==> src/rtl/regfile_dump_pkg.sv <==
// Shared types, sizes and checksum helper for the
// register file dump sequencer.
package regfile_dump_pkg;

  localparam int NUM_REGS = 32;
  localparam int ADDR_W   = 5;
  localparam int DATA_W   = 32;

  typedef enum logic [1:0] {
    IDLE,
    RUN,
    DRAIN,
    DONE
  } state_e;

  function automatic logic [DATA_W-1:0] csum_next(
    input logic [DATA_W-1:0] cur,
    input logic [DATA_W-1:0] data
  );
    return {cur[DATA_W-2:0], cur[DATA_W-1]} ^ data;
  endfunction

endpackage

==> src/rtl/dump_csum.sv <==
// Rotate-xor checksum accumulator with clear
// and update enable.
module dump_csum
  import regfile_dump_pkg::*;
(
  input  logic              clk_i,
  input  logic              rst_i,
  input  logic              clr_i,
  input  logic              en_i,
  input  logic [DATA_W-1:0] data_i,
  output logic [DATA_W-1:0] value_o
);

  always_ff @(posedge clk_i) begin
    if (rst_i) begin
      value_o <= '0;
    end else if (clr_i) begin
      value_o <= '0;
    end else if (en_i) begin
      value_o <= csum_next(value_o, data_i);
    end
  end

endmodule

==> src/rtl/regfile_dump.sv <==
// Walks a wrapping register range through the debug
// read port and streams it out with a running checksum.
module regfile_dump
  import regfile_dump_pkg::*;
(
  input  logic              clk_i,
  input  logic              rst_i,
  input  logic              start_i,
  input  logic              abort_i,
  input  logic [ADDR_W-1:0] first_addr_i,
  input  logic [ADDR_W-1:0] last_addr_i,
  output logic              busy_o,
  output logic              done_o,
  output logic              rd_reg_en_o,
  output logic [ADDR_W-1:0] rd_reg_addr_o,
  input  logic [DATA_W-1:0] rd_reg_data_i,
  output logic              out_valid_o,
  input  logic              out_ready_i,
  output logic [DATA_W-1:0] out_data_o,
  output logic [ADDR_W-1:0] out_addr_o,
  output logic              out_last_o,
  output logic [DATA_W-1:0] checksum_o
);

  state_e            state_q;
  state_e            state_d;
  logic [ADDR_W-1:0] ptr_q;
  logic [ADDR_W:0]   rem_q;
  logic [ADDR_W-1:0] span;
  logic              load;
  logic              hs;
  logic              start_ok;
  logic              final_rd;

  assign span     = last_addr_i - first_addr_i;
  assign load     = (state_q == RUN)
                  & (~out_valid_o | out_ready_i);
  assign hs       = out_valid_o & out_ready_i;
  assign start_ok = (state_q == IDLE)
                  & start_i & ~abort_i;
  assign final_rd = (rem_q == (ADDR_W+1)'(1));

  assign busy_o        = (state_q != IDLE);
  assign done_o        = (state_q == DONE);
  assign rd_reg_en_o   = load;
  assign rd_reg_addr_o = load ? ptr_q : '0;

  always_comb begin
    state_d = state_q;
    if (abort_i) begin
      state_d = IDLE;
    end else begin
      unique case (state_q)
        IDLE:  if (start_i) state_d = RUN;
        RUN:   if (load && final_rd) state_d = DRAIN;
        DRAIN: if (hs && out_last_o) state_d = DONE;
        DONE:  state_d = IDLE;
        default: state_d = IDLE;
      endcase
    end
  end

  always_ff @(posedge clk_i) begin
    if (rst_i) begin
      state_q     <= IDLE;
      ptr_q       <= '0;
      rem_q       <= '0;
      out_valid_o <= 1'b0;
      out_last_o  <= 1'b0;
      out_data_o  <= '0;
      out_addr_o  <= '0;
    end else begin
      state_q <= state_d;
      if (abort_i) begin
        out_valid_o <= 1'b0;
        out_last_o  <= 1'b0;
      end else if (start_ok) begin
        ptr_q <= first_addr_i;
        rem_q <= {1'b0, span} + (ADDR_W+1)'(1);
      end else if (load) begin
        out_data_o  <= rd_reg_data_i;
        out_addr_o  <= ptr_q;
        out_valid_o <= 1'b1;
        out_last_o  <= final_rd;
        ptr_q       <= ptr_q + ADDR_W'(1);
        rem_q       <= rem_q - (ADDR_W+1)'(1);
      end else if (hs) begin
        out_valid_o <= 1'b0;
        out_last_o  <= 1'b0;
      end
    end
  end

  // an aborted beat must not reach the checksum
  dump_csum u_csum (
    .clk_i   (clk_i),
    .rst_i   (rst_i),
    .clr_i   (start_ok),
    .en_i    (hs & ~abort_i),
    .data_i  (out_data_o),
    .value_o (checksum_o)
  );

endmodule

==> config.mk <==
export PLATFORM = sky130hd
export DESIGN_NAME = regfile_dump
export DESIGN_NICKNAME = d
export VERILOG_FILES = /design/src/rtl/regfile_dump_pkg.sv /design/src/rtl/dump_csum.sv /design/src/rtl/regfile_dump.sv
export SDC_FILE = /design/constraint.sdc
export NUM_CORES = 1
export LEC_CHECK = 0
export CAP_MARGIN = 20
export CORE_MARGIN = 8
export CORE_UTILIZATION = 46
export CTS_CLUSTER_DIAMETER = 60
export CTS_CLUSTER_SIZE = 10
export DETAILED_ROUTE_END_ITERATION = 7
export MAX_ROUTING_LAYER = met4
export PLACE_DENSITY = 0.8
export SLEW_MARGIN = 20
export SYNTH_ARGS = -nofsm -noshare
export SYNTH_HDL_FRONTEND = slang
export SYNTH_SLANG_ARGS = --single-unit
==> constraint.sdc <==
create_clock -name clk_i -period 2.5 [get_ports clk_i]
set_clock_uncertainty 0.05 [all_clocks]
set_input_delay 0.75 -clock clk_i [delete_from_list [all_inputs] [get_ports clk_i]]
set_output_delay 0.75 -clock clk_i [all_outputs]
set_load 0.01 [all_outputs]
==> results.sh <==
export IMPL_cp_arrival_ps=1600
export IMPL_diodes=0
export IMPL_gp_congestion=0.820
export IMPL_cts_sinks=84
export IMPL_cp_end_kind="output pin"
export IMPL_gr_total_overflow=0
export IMPL_cp_startpoint="state_q[0]$_SDFFE_PP0P_"
export IMPL_syn_to_final_growth_pct=45.7
export IMPL_cts_hold_fix_buffers=0
export IMPL_hp_start="out_addr_o[4]$_SDFFE_PP0P_"
export IMPL_drtAntennaViolNets=0
export IMPL_dp_hpwl_mm=8.28
export IMPL_htreeDepth=3
export IMPL_r2r_end="rem_q[5]$_SDFFE_PP0P_"
export IMPL_pin_count=126
export IMPL_synth_edf_count=0
export IMPL_power_density_nw_per_um2=520
export IMPL_syn_nets=515
export IMPL_power_frac_seq=0.481
export IMPL_grt_setup_unrepaired="no"
export IMPL_cts_tree="built"
export IMPL_clkLatencyLatePin_ps=350
export IMPL_ir_drop_v=0.000261
export IMPL_floorplan_die_area_sq_um=11600
export IMPL_die_h_um=108
export IMPL_synthFlopType="dfxtp_1"
export IMPL_yosysWarnings=0
export IMPL_synth_cells_most_frequent="nand2_1, dfxtp_1, a21oi_1, nor2_1"
export IMPL_endpoint="busy_o"
export IMPL_detailedRoute_firstPassIterationCount=4
export IMPL_period_needed_ps=2400
export IMPL_max_freq_ghz=0.416
export IMPL_synth_top_cell_by_area="dfxtp_1"
export IMPL_power_w=0.00292
export IMPL_first_global_vias=3562
export IMPL_hold_slack_ps=406
export IMPL_port_buffers=125
export IMPL_clockPowerShare=0.368
export IMPL_num_vias=3726
export IMPL_core_area_sq_um=8180
export IMPL_finalSetupViolCount=0
export IMPL_via_per_inst=5.31
export IMPL_hold_path_class="reg -> reg"
export IMPL_required_ps=1700
export IMPL_grt_max_degree=36
export IMPL_maxSlewViolCount=0
export IMPL_cts_setup_buffers=0
export IMPL_reg2reg_setup_slack_ps=350
export IMPL_die_w_um=108
export IMPL_reg2reg_from="state_q[1]$_SDFFE_PP0P_"
export IMPL_layout_drive_gt1_share=0.127
export IMPL_first_iter_violations=157
export IMPL_row_count=33
export IMPL_initial_core_util=0.473
export IMPL_cts_buffer_depth=2
export IMPL_drv_cap=0
export IMPL_p_comb_frac=0.152
export IMPL_cts_clk_slew_worst_paths_ps=90
export IMPL_crit_fanout=7
export IMPL_grt_pass1_wl_mm=17.6
export IMPL_syn_area_sq_um=3860
export IMPL_worst_pin_slew_ps=362
export IMPL_cts_made_buffers=9
export IMPL_synth_area_top_cells="dfxtp_1, xnor2_1, nand2_1"
export IMPL_startpoint_type="register"
export IMPL_synth_seq_area_share=0.435
export IMPL_swShare=0.260
export IMPL_cts_root_buf="clkbuf_8"
export IMPL_leakage_nw=1.95
export IMPL_finalCritPeriodShare=0.961
export IMPL_hold_violations=0
export IMPL_worstSetupPathType="reg -> out"
export IMPL_drt_total_wl_mm=11.1
export IMPL_yosysMostFrequentCell="nand2_1"
export IMPL_outcome="completed"
export IMPL_grtUsageTotal=0.192
export IMPL_synth_seq_cells=84
export IMPL_async_reset_ff_frac=0
export IMPL_synth_top_area_share=0.435
export IMPL_synth_cells=454
export IMPL_wl_per_cell_um=15.9
export IMPL_drcViolationCount=0
export IMPL_fin_nets=653
export IMPL_syn_area_per_cell_sq_um=8.51
export IMPL_r2r_cells=7
export IMPL_antenna_found_initial=0
export IMPL_finish_utilization=0.689
export IMPL_ys_types=48
export IMPL_maxSlewHeadroom=0.756
export IMPL_p_sw_w=0.000759
export IMPL_p_int_w=0.00217
[power by group through the flow]
stage / clock network [W] / logic [W] / registers (W)
floorplan: 0 / 0.000220 / 0.00143
global placement: 0 / 0.000418 / 0.00143
detailed placement: 0 / 0.000431 / 0.00143
CTS: 0.00109 / 0.000438 / 0.00140
global route: 0.00115 / 0.000484 / 0.00141
finish: 0.00108 / 0.000443 / 0.00141
[registers in the layout, indices dropped and copies added, names as in the netlist]
signal          count
rem_q               6
state_q             2
u_csum.value_o     32
out_last_o          1
ptr_q               5
out_addr_o          5
out_valid_o         1
out_data_o         32
[final cells by class]
| type | count | area (sq um) |
|---|---|---|
| flip-flops and latches | 84 | 1680 |
| clock inverters | 7 | 97.6 |
| fillers | 639 | 2550 |
| inverters | 14 | 52.6 |
| clock buffers | 9 | 124 |
| repair buffers | 154 | 1490 |
| multi-input cells | 329 | 2050 |
| well taps | 105 | 131 |
[cell families after synthesis]
logic type | Yosys count | synth area share
adder cells (fa/ha/maj) | 14 | 0.0473
buffers and inverters | 41 | 0.0457
flip-flops | 84 | 0.435
multiplexers | 3 | 0.00777
XOR/XNOR | 39 | 0.0884
AND/OR/NAND/NOR | 160 | 0.181
AO/OA/AOI/OAI | 113 | 0.195
[critical path, stage by stage, from the launching register on]
cell	delay [ps]
dfxtp_2	350
inv_1	80
ha_2	230
inv_1	60
clkdlybuf4s50_1	530
[how the worst min path moves through the flow]
stage / to / slack [ps] / cells past startpoint
final: out_addr_o[4]$_SDFFE_PP0P_ / 410 / 2
after global routing: out_addr_o[2]$_SDFFE_PP0P_ / 440 / 2
after CTS: out_addr_o[4]$_SDFFE_PP0P_ / 410 / 2
after detailed placement: out_addr_o[4]$_SDFFE_PP0P_ / 400 / 2
after global placement: out_addr_o[3]$_SDFFE_PP0P_ / 390 / 2
after floorplan: out_addr_o[4]$_SDFFE_PP0P_ / 400 / 2
[layer usage]
metal / part of all wire / up-vias / wire length (um) / GRT usage
li1: - / 1836 / - / -
met1: 0.43 / 1749 / 4800 / 0.219
met2: 0.49 / 126 / 5480 / 0.329
met3: 0.067 / 15 / 742 / 0.0335
met4: 0.011 / 0 / 128 / 0.0674
met5: 0 / - / 0 / -
[cells in the final DEF (no fill, tap or decap), types with 3 or more instances in the layout]
cell type	netlist	routed
a211oi_1	37	37
a21oi_1	48	48
a31oi_1	5	5
and3_1	8	7
buf_12	0	4
buf_2	9	7
buf_4	3	25
clkbuf_8	0	9
clkdlybuf4s50_1	0	114
dfxtp_1	84	82
ha_1	13	10
inv_1	13	10
inv_2	1	4
mux2i_1	3	3
nand2_1	86	86
nand3_1	3	3
nand3b_1	3	3
nand4_1	3	3
nor2_1	39	39
nor3_1	3	3
o21ai_0	3	3
xnor2_1	37	37
[timing repair]
action | 4_1_cts | 5_1_grt
setup endpoints to repair | 9 | 9
resized for setup | 33 | 8
pin swaps | 5 | 2
[stage by stage]
stage	setup WS [ps]	setup TNS (ps)	area, sq um	instances
after global routing	0.115	0	5630	702
after global placement	-420	-3740	5390	686
after CTS	21.8	0	5610	702
after floorplan	175	0	3860	454
final	98.5	0	5630	702
after detailed placement	-468	-4430	5390	686
Note: power is estimated with default switching activity, not from simulation.
